### src/rtl/quad_enc_gen.sv
// Quadrature encoder signal generator: emits a commanded number of Gray-code
// edges on QA/QB and tracks a signed edge position. Optional macro QENC_BOUNCE_EN
// turns every edge into a new/old/new contact-bounce triplet.
module quad_enc_gen #(
  parameter int unsigned CNT_W = 16,
  parameter int unsigned DIV_W = 16,
  parameter int unsigned POS_W = 16
) (
  input  logic             CLK,
  input  logic             RST,
  input  logic             START,
  input  logic             DIR,
  input  logic [CNT_W-1:0] STEPS,
  input  logic [DIV_W-1:0] PERIOD,
  input  logic             ABORT,
  output logic             QA,
  output logic             QB,
  output logic             BUSY,
  output logic             DONE,
  output logic [POS_W-1:0] POS
);

  typedef enum logic {S_IDLE, S_RUN} state_t;

  state_t           r_state, w_state;
  logic [1:0]       r_phase, w_phase;
  logic [1:0]       r_q,     w_q;
  logic [POS_W-1:0] r_pos,   w_pos;
  logic [DIV_W-1:0] r_timer, w_timer;
  logic [DIV_W-1:0] r_period, w_period;
  logic [CNT_W-1:0] r_rem,   w_rem;
  logic             r_dir,   w_dir;
  logic             r_done,  w_done;

  logic [DIV_W-1:0] w_peff;
  logic [1:0]       w_phase_adv;
  logic [POS_W-1:0] w_pos_adv;

`ifdef QENC_BOUNCE_EN
  logic [1:0]       r_bcnt,  w_bcnt;
  logic             r_abort_pend, w_abort_pend;
`endif

  // Phase index to {QA,QB}: 0=11, 1=01, 2=00, 3=10.
  function automatic logic [1:0] f_enc(input logic [1:0] idx);
    logic [1:0] v;
    case (idx)
      2'd0:    v = 2'b11;
      2'd1:    v = 2'b01;
      2'd2:    v = 2'b00;
      default: v = 2'b10;
    endcase
    return v;
  endfunction

  always_comb begin
`ifdef QENC_BOUNCE_EN
    w_peff = (PERIOD < DIV_W'(3)) ? DIV_W'(3) : PERIOD;
`else
    w_peff = (PERIOD == '0) ? DIV_W'(1) : PERIOD;
`endif
    w_phase_adv = r_dir ? (r_phase - 2'd1) : (r_phase + 2'd1);
    w_pos_adv   = r_dir ? (r_pos - POS_W'(1)) : (r_pos + POS_W'(1));
  end

  always_comb begin
    w_state  = r_state;
    w_phase  = r_phase;
    w_q      = r_q;
    w_pos    = r_pos;
    w_timer  = r_timer;
    w_period = r_period;
    w_rem    = r_rem;
    w_dir    = r_dir;
    w_done   = 1'b0;
`ifdef QENC_BOUNCE_EN
    w_bcnt       = r_bcnt;
    w_abort_pend = r_abort_pend;
`endif
    case (r_state)
      S_IDLE: begin
        if (START) begin
          if (STEPS != '0) begin
            w_dir    = DIR;
            w_period = w_peff;
            w_timer  = w_peff - DIV_W'(1);
            w_rem    = STEPS;
            w_state  = S_RUN;
          end else begin
            w_done = 1'b1;
          end
        end
      end
      S_RUN: begin
`ifdef QENC_BOUNCE_EN
        // Timer is reloaded at the triplet start and keeps counting through
        // it, so nominal edge spacing stays at the latched period.
        case (r_bcnt)
          2'd0: begin
            if (ABORT) begin
              w_state = S_IDLE;
            end else if (r_timer != '0) begin
              w_timer = r_timer - DIV_W'(1);
            end else begin
              w_q     = f_enc(w_phase_adv);
              w_timer = r_period - DIV_W'(1);
              w_bcnt  = 2'd1;
            end
          end
          2'd1: begin
            w_q          = f_enc(r_phase);
            w_timer      = r_timer - DIV_W'(1);
            w_bcnt       = 2'd2;
            w_abort_pend = r_abort_pend | ABORT;
          end
          default: begin
            w_q          = f_enc(w_phase_adv);
            w_phase      = w_phase_adv;
            w_pos        = w_pos_adv;
            w_rem        = r_rem - CNT_W'(1);
            w_timer      = r_timer - DIV_W'(1);
            w_bcnt       = 2'd0;
            w_abort_pend = 1'b0;
            if (r_rem == CNT_W'(1)) begin
              w_state = S_IDLE;
              w_done  = 1'b1;
            end else if (r_abort_pend || ABORT) begin
              w_state = S_IDLE;
            end
          end
        endcase
`else
        if (ABORT) begin
          w_state = S_IDLE;
        end else if (r_timer != '0) begin
          w_timer = r_timer - DIV_W'(1);
        end else begin
          w_phase = w_phase_adv;
          w_q     = f_enc(w_phase_adv);
          w_pos   = w_pos_adv;
          w_rem   = r_rem - CNT_W'(1);
          w_timer = r_period - DIV_W'(1);
          if (r_rem == CNT_W'(1)) begin
            w_state = S_IDLE;
            w_done  = 1'b1;
          end
        end
`endif
      end
      default: w_state = S_IDLE;
    endcase
  end

  always_ff @(posedge CLK) begin
    if (RST) begin
      r_state  <= S_IDLE;
      r_phase  <= 2'd0;
      r_q      <= 2'b11;
      r_pos    <= '0;
      r_timer  <= '0;
      r_period <= '0;
      r_rem    <= '0;
      r_dir    <= 1'b0;
      r_done   <= 1'b0;
`ifdef QENC_BOUNCE_EN
      r_bcnt       <= 2'd0;
      r_abort_pend <= 1'b0;
`endif
    end else begin
      r_state  <= w_state;
      r_phase  <= w_phase;
      r_q      <= w_q;
      r_pos    <= w_pos;
      r_timer  <= w_timer;
      r_period <= w_period;
      r_rem    <= w_rem;
      r_dir    <= w_dir;
      r_done   <= w_done;
`ifdef QENC_BOUNCE_EN
      r_bcnt       <= w_bcnt;
      r_abort_pend <= w_abort_pend;
`endif
    end
  end

  assign QA   = r_q[1];
  assign QB   = r_q[0];
  assign BUSY = (r_state == S_RUN);
  assign DONE = r_done;
  assign POS  = r_pos;

endmodule

### config.mk
export PLATFORM = sky130hd
export DESIGN_NAME = quad_enc_gen
export DESIGN_NICKNAME = d
export VERILOG_FILES = /design/src/rtl/quad_enc_gen.sv
export SDC_FILE = /design/constraint.sdc
export NUM_CORES = 1
export LEC_CHECK = 0
export BUFFER_PORTS_ARGS = -buffer_cell sky130_fd_sc_hd__buf_2
export CAP_MARGIN = 20
export CORE_MARGIN = 8
export CORE_UTILIZATION = 58
export CTS_CLUSTER_DIAMETER = 100
export DETAILED_ROUTE_END_ITERATION = 10
export PLACE_DENSITY = 0.77
export SLEW_MARGIN = 0
export SYNTH_ARGS = -nofsm -noshare
export SYNTH_HDL_FRONTEND = slang
export SYNTH_SLANG_ARGS = --single-unit
### constraint.sdc
create_clock -name CLK -period 4 [get_ports CLK]
set_input_delay 0.8 -clock CLK [delete_from_list [all_inputs] [get_ports CLK]]
set_output_delay 0.8 -clock CLK [all_outputs]
set_load 0.02 [all_outputs]
==> reports/metrics.csv, run 1 <==
metric;value;unit
router iterations before antenna repair;4;
Final Non-Filler Cells;708;
syn nets;612;
most frequent cells after synthesis;nor2_1, dfxtp_1, a21oi_1;
cell taking the most area after synthesis;dfxtp_1;
FILL cells;660;
Final #Nets;660;
hold_sp;r_rem[11];
Post-synth ARST share;0;
worst-margin pin slew;840;ps
PostCTS Resize Cnt;0;
CP Launch Type;flop;
pin count of the biggest net entering global routing;44;
DR vias;4402;
Inst Count DP;693;
DR vias/cell;6.22;
post-synthesis instance area;4390;um^2
CP Class;reg2reg;
Port Buffer Count;56;
FP Rows;31;
die width;103;um
CP endpoint kind;flop;
Max Cap Violations;0;
clock-pin slew on the worst setup and hold paths;70;ps
dominant cells by area after synthesis;dfxtp_1, nor2_1, a21oi_1;
core footprint;7290;um^2
post-detail-place hpwl;8290;um
Max Buffers Root-to-Sink;2;
Slew headroom;0.440;
HP Class;reg2reg;
WP data required;4240;ps
gr usage total;0.224;
area share of the leading cell type in the synthesized netlist;0.324;
syn avg cell area;7.88;um^2
number of synthesized register bits;71;
pwr dens;333;nW/um^2
LEAKAGE;2.03;nW
worst vdd ir;0.000214;V
final total power;1.64;mW
Fin Hold WS;485;ps
Final TNS setup;0;ps
Post-DRT Antenna Nets;0;
CP Max Fanout;7;
Post-synth EDFFs;0;
Final Core Density;0.673;
total CTS buffers;9;
P&R area growth vs syn;11.8;%
full die area;10600;um^2
Final Skew;10.7;ps
YS warnings;0;
Root Buffer Master;clkbuf_8;
final period utilization;0.759;
Clock Sink Count;71;
vias in the first global route;4242;
Cell variety after synth;68;
Die H;103;um
final setup fails;0;
critical path launch point;r_timer[12];
initial core utilization;0.602;
initial antenna violation count;0;
final hold violations;0;
first-pass GRT wire length;19300;um
Top FF cell, synth;dfxtp_1;
# diodes;0;
Syn Inst Count;557;
Avg WL per Cell;16.1;um
sequential element share of the synthesized area;0.324;
Final Max Slew Viols;0;
Initial DRC Count;280;
Routability Congestion;0.922;
status;complete, no violations;
Reg area;1420;um^2
H-tree depth;3;
post-CTS setup buffers;0;
count leader, synth;nor2_1;
Skew-Pair Late Insertion Delay;330;ps
GRT Residual Overflow;0;
Ports;57;
RSZ-0062 raised after global routing;no;
DRC viols;0;
min Tclk post-route;3040;ps
Reg-to-Reg Start;r_timer[12];
share of cells above drive strength 1;0.151;
WL final;11400;um
Peak Freq;0.329;GHz
CTS tree;built;
Arrival @ worst endpoint;3270;ps
multi-input logic area;2780;um^2
Hold Buf Count CTS;0;
[flip-flops by register name, indices dropped and copies added (netlist names)]
name and count:
BUSY 1, r_dir 1, r_period 16, r_phase 2, r_rem 16, POS 16, r_q 2, DONE 1
r_timer 16
[layout make-up]
| type | count | area share |
|---|---|---|
| Multi-Input combinational cell | 442 | 0.567 |
| Sequential cell | 71 | 0.290 |
| Timing Repair Buffer | 69 | 0.0765 |
| Clock buffer | 12 | 0.0275 |
| Tap cell | 99 | 0.0252 |
| Inverter | 12 | 0.00918 |
| Clock inverter | 3 | 0.00434 |
[metrics by stage]
| step | instance area (um^2) | worst slack, ps |
|---|---|---|
| floorplan | 4390 | 894 |
| finish | 4910 | 962 |
| global route | 4910 | 686 |
| detailed placement | 4750 | 647 |
| global placement | 4740 | 767 |
| CTS | 4910 | 1010 |
[final timing paths]
check,to,slack (ps),cells after the start
setup / recovery,r_timer[14],960,10
setup reg to reg,r_timer[14],960,10
hold reg to reg,r_rem[11],490,2
hold / removal,r_rem[11],490,2
[placed cells by master (no fill, tap or decap), drive strengths merged, types with 16 or more instances in the layout]
| master | count |
|---|---|
| a211oi | 25 |
| a21oi | 52 |
| buf | 69 |
| dfxtp | 71 |
| ha | 17 |
| mux2i | 20 |
| nand2 | 33 |
| nor2 | 88 |
| nor4 | 16 |
| o21ai | 29 |
[critical path, stage by stage, from the launching register on]
cell and delay [ps]:
dfxtp_1 400, nor4_1 100, and4_1 310, a211oi_1 290
a21o_1 140, ha_1 170, o21ai_1 120, a311oi_2 390
nand3b_2 220, or4_1 550, a311oi_1 250
[report_power, final]
part / internal (mW) / switching (mW)
logic: 0.142 / 0.212
clock network: 0.223 / 0.261
registers: 0.751 / 0.0477
[kinds of logic after synthesis]
group / count (synthesis) / share of synthesized area
flip-flops: 71 / 0.324
XOR/XNOR: 18 / 0.0359
adder cells (fa/ha/maj): 18 / 0.0530
AND/OR/NAND/NOR: 210 / 0.231
AO/OA/AOI/OAI: 174 / 0.263
multiplexers: 22 / 0.0508
buffers and inverters: 44 / 0.0419
[routing by layer]
layer / routed length, um / vias to the layer above / GRT usage
met4: 155 / 0 / 0.0801
met3: 712 / 20 / 0.0351
met2: 5320 / 150 / 0.368
met5: 0 / - / 0
met1: 5240 / 2057 / 0.289
li1: - / 2175 / -
Power figures use the tool's default switching activity.
==> run 2: changes to the inputs <==
clock period = 3.01 ns   (was 4 ns; I/O delays follow)
==> reports/metrics.csv, run 2 (synthesis results as in run 1) <==
metric;value;unit;change
HP Class;reg2reg;;
P&R area growth vs syn;14.2;%;
Comb power frac;0.209;;-0.007
WL final;11800;um;+3.6%
Post-DRT Antenna Nets;0;;unchanged
initial antenna violation count;0;;unchanged
die width;103;um;unchanged
min Tclk post-route;2850;ps;-186 ps
commonest non-fill, non-tap cells in the layout;nor2_1, dfxtp_1, buf_2;;
DR vias;4494;;+2.1%
total CTS buffers;9;;unchanged
Die H;103;um;unchanged
FP Rows;31;;unchanged
Slew headroom;0.499;;+0.0585
Final #Nets;665;;+0.76%
Routability Congestion;0.938;;+1.7%
final setup fails;0;;unchanged
Clock Sink Count;71;;unchanged
Final Max Slew Viols;0;;unchanged
router iterations before antenna repair;7;;+3
Max Buffers Root-to-Sink;2;;unchanged
pwr dens;463;nW/um^2;+39%
core footprint;7290;um^2;unchanged
final hold violations;0;;unchanged
most common cell after layout, fill and taps aside;nor2_1;;
WP data required;3270;ps;-970 ps
post-detail-place hpwl;8500;um;+2.5%
# diodes;0;;unchanged
Internal;1.59;mW;+43%
first-pass GRT wire length;19800;um;+2.7%
Arrival @ worst endpoint;3110;ps;-160 ps
Setup WS post-layout;158;ps;-804 ps
DR vias/cell;6.29;;+1.2%
CP Class;reg2reg;;
status;complete, no violations;;
vias in the first global route;4354;;+2.6%
Root Buffer Master;clkbuf_8;;
sw power;727;uW;+40%
Skew-Pair Late Insertion Delay;350;ps;+20 ps
initial core utilization;0.602;;unchanged
pin count of the biggest net entering global routing;71;;+61%
DRC viols;0;;unchanged
GRT Residual Overflow;0;;unchanged
clock share of power;0.335;;+0.039
full die area;10600;um^2;unchanged
Max Cap Violations;0;;unchanged
final period utilization;0.947;;+0.188
worst-margin pin slew;752;ps;-87.8 ps
CP Launch Type;flop;;
Avg WL per Cell;16.6;um;+2.7%
Final Skew;8.08;ps;-2.59 ps
Port Buffer Count;56;;unchanged
Net Sw Frac;0.313;;-0.00470
CP Max Fanout;5;;-2
H-tree depth;3;;unchanged
LEAKAGE;2.09;nW;+3.1%
Initial DRC Count;269;;-3.9%
clock-pin slew on the worst setup and hold paths;80;ps;about the same
Setup WS pre-CTS;-32.0;ps;-679 ps
sequential share of power;0.456;;-0.032
CTS tree;built;;
share of cells above drive strength 1;0.171;;+0.0197
RSZ-0062 raised after global routing;no;;
gr usage total;0.232;;+0.00753
Ports;57;;unchanged
Final Core Density;0.687;;+0.0146
CP endpoint kind;flop;;
worst vdd ir;0.000328;V;+53%
Peak Freq;0.351;GHz;+6.5%
[run 2: final timing paths]
path,from,to,slack (ps),depth (start not counted)
worst min register to register,POS[5],POS[5],470,2
worst min-delay path,POS[5],POS[5],470,2
worst max register to register,r_timer[12],r_timer[14],160,10
worst max-delay path,r_timer[12],r_timer[14],160,10
[run 2: metal layers]
layer,GRT usage,up-vias,share of wire
li1,-,2191,-
met1,0.280,2116,0.44
met2,0.390,163,0.48
met3,0.0493,24,0.061
met4,0.0923,0,0.018
met5,0,-,0
[run 2: power groups by stage]
| stage | Sequential [mW] | Combinational (mW) | Clock (mW) |
|---|---|---|---|
| floorplan | 1.06 | 0.355 | 0 |
| global placement | 1.07 | 0.462 | 0 |
| detailed placement | 1.08 | 0.477 | 0 |
| CTS | 1.06 | 0.479 | 0.784 |
| global route | 1.07 | 0.537 | 0.823 |
| finish | 1.06 | 0.486 | 0.776 |
[run 2: cell type report]
| type | count | area [um^2] |
|---|---|---|
| Multi-Input combinational cell | 442 | 2810 |
| Fill cell | 649 | 2280 |
| Sequential cell | 71 | 1420 |
| Timing Repair Buffer | 74 | 415 |
| Clock buffer | 10 | 138 |
| Tap cell | 99 | 124 |
| Clock inverter | 6 | 60.1 |
| Inverter | 12 | 45.0 |
[run 2: worst max-delay path: stages (launching register included)]
cell and delay, ps:
dfxtp_1 400, nor4_1 100, and4_1 290, a211oi_2 240, a21o_1 130, ha_2 210
o21ai_2 80, a311oi_2 400, nand3b_4 110, or4_1 510, a311oi_1 290
[run 2: through the flow]
stage / power (mW) / setup TNS (ps) / std cells / hold WS [ps] / instance area, um^2
4_1_cts: 2.32 / 0 / 714 / 474 / 5010
2_1_floorplan: 1.42 / 0 / 557 / 444 / 4410
3_3_place_gp: 1.54 / 0 / 698 / 457 / 4810
3_5_place_dp: 1.55 / -32.0 / 698 / 463 / 4810
5_1_grt: 2.43 / 0 / 714 / 512 / 5010
6_report: 2.32 / 0 / 714 / 473 / 5010
[run 2: repair_timing]
item,in CTS,in global routing
gates resized for setup,0,1
hold buffers,0,0
setup buffers,0,0
setup endpoints to repair,0,1
==> run 3: changes to the inputs <==
BUFFER_PORTS_ARGS = default   (was -buffer_cell sky130_fd_sc_hd__buf_2)
CORE_UTILIZATION = 61   (was 58)
DONT_BUFFER_PORTS = 1   (was default)
PLACE_DENSITY = 0.74   (was 0.77)
==> reports/metrics.csv, run 3 (synthesis results as in run 1) <==
metric;value;unit;change
router iterations before antenna repair;5;;-2
sequential share of power;0.491;;+0.035
status;complete, no violations;;
clock-pin slew on the worst setup and hold paths;80;ps;about the same
sw power;677;uW;-6.8%
Internal;1.47;mW;-7.6%
Setup WS pre-CTS;111;ps;+143 ps
CP endpoint kind;flop;;
initial core utilization;0.618;;+0.0164
Skew-Pair Late Insertion Delay;350;ps;about the same
Root Buffer Master;clkbuf_8;;
total CTS buffers;9;;unchanged
slowest library cell on the worst path;or4_1;;
post-CTS setup buffers;0;;unchanged
initial antenna violation count;0;;unchanged
RSZ-0062 raised after global routing;no;;
Ports;57;;unchanged
clock share of power;0.308;;-0.027
kind of cell adding the most delay to the critical path;compound AO/OA/AOI/OAI gates;;
Hold Buf Count CTS;0;;unchanged
Final Skew;9.58;ps;+1.51 ps
Final #Nets;608;;-8.6%
Routability Congestion;0.940;;+0.23%
Avg WL per Cell;17.3;um;+4.3%
WP data required;3270;ps;about the same
Clock Sink Count;71;;unchanged
Max Buffers Root-to-Sink;2;;unchanged
# diodes;0;;unchanged
HP Class;in2reg;;
Final TNS setup;0;ps;unchanged
FILL cells;635;;-2.2%
Cell Chain, Critical Path;nor4_1 > and4_1 > a211oi_2 > a21o_1 > ha_2 > o21ai_2 > a311oi_2 > nand3b_4 > or4_1 > a311oi_1;;
Post-DRT Antenna Nets;0;;unchanged
Peak Freq;0.354;GHz;+1.0%
GRT Residual Overflow;0;;unchanged
core footprint;7100;um^2;-2.7%
post-detail-place hpwl;8220;um;-3.3%
multi-input logic area;2800;um^2;-0.18%
vias in the first global route;3924;;-9.9%
WL final;11400;um;-4.0%
commonest non-fill, non-tap cells in the layout;nor2_1, dfxtp_1, a21oi_1;;
CP Launch Type;flop;;
Final Max Slew Viols;0;;unchanged
P&R area growth vs syn;6.64;%;
DR vias/cell;6.37;;+1.2%
Port Buffer Count;0;;-100%
Initial DRC Count;240;;-11%
CTS tree;built;;
Die H;101;um;-2.1%
CP Class;reg2reg;;
Max Cap Violations;0;;unchanged
pin count of the biggest net entering global routing;72;;+1.4%
DR vias;4185;;-6.9%
PostCTS Resize Cnt;0;;unchanged
first-pass GRT wire length;19100;um;-3.8%
Slew headroom;0.653;;+0.154
CP Max Fanout;6;;+1
share of cells above drive strength 1;0.0789;;-0.0919
worst-margin pin slew;521;ps;-232 ps
gr usage total;0.232;;+0.000548
full die area;10200;um^2;-4.2%
Net Sw Frac;0.315;;+0.00184
worst vdd ir;0.000303;V;-7.4%
final hold violations;0;;unchanged
pwr dens;459;nW/um^2;-0.74%
final setup fails;0;;unchanged
Comb power frac;0.201;;-0.008
die width;101;um;-2.1%
most common cell after layout, fill and taps aside;nor2_1;;
DRC viols;0;;unchanged
H-tree depth;3;;unchanged
Arrival @ worst endpoint;3080;ps;-30 ps
Setup WS post-layout;187;ps;+29.0 ps
largest incremental delay on the critical path;530;ps;+20 ps
Worst Path Buf+Inv;0;;unchanged
LEAKAGE;1.83;nW;-13%
Reg area;1420;um^2;unchanged
min Tclk post-route;2820;ps;-29.0 ps
FP Rows;31;;unchanged
final period utilization;0.938;;-0.00962
-- run 3: area by class of cell --
type	count	area share
Multi-Input combinational cell	442	0.599
Inverter	12	0.00963
Clock inverter	4	0.00481
Sequential cell	71	0.304
Clock buffer	12	0.0289
Timing Repair Buffer	17	0.0273
Tap cell	99	0.0265
-- run 3: worst paths after layout --
path / start / endpoint / slack (ps) / depth (start not counted)
max reg2reg: r_timer[11] / r_timer[14] / 190 / 10
min: RST / POS[11] / 320 / 1
max: r_timer[11] / r_timer[14] / 190 / 10
min reg2reg: r_rem[9] / r_rem[9] / 480 / 2
-- run 3: routing by layer --
metal	up-vias	global-route usage	routed length, um
met2	152	0.371	5240
met5	-	0	0
met1	1932	0.287	4900
met3	28	0.0552	934
li1	2073	-	-
met4	0	0.105	290
-- run 3: power groups by stage --
stage / registers [mW] / clock network (mW) / logic (mW)
6_report: 1.06 / 0.662 / 0.431
4_1_cts: 1.05 / 0.675 / 0.426
5_1_grt: 1.06 / 0.707 / 0.483
3_3_place_gp: 1.07 / 0 / 0.416
2_1_floorplan: 1.06 / 0 / 0.355
3_5_place_dp: 1.08 / 0 / 0.424
-- run 3: metrics by stage --
step	cells	hold WS (ps)	power, mW	cell area, um^2	utilization
after floorplan	557	444	1.42	4410	-
after global routing	657	305	2.25	4680	0.659
after CTS	657	297	2.16	4680	0.659
after global placement	641	451	1.49	4520	0.637
after detailed placement	641	464	1.50	4520	0.637
final	657	321	2.15	4680	0.659
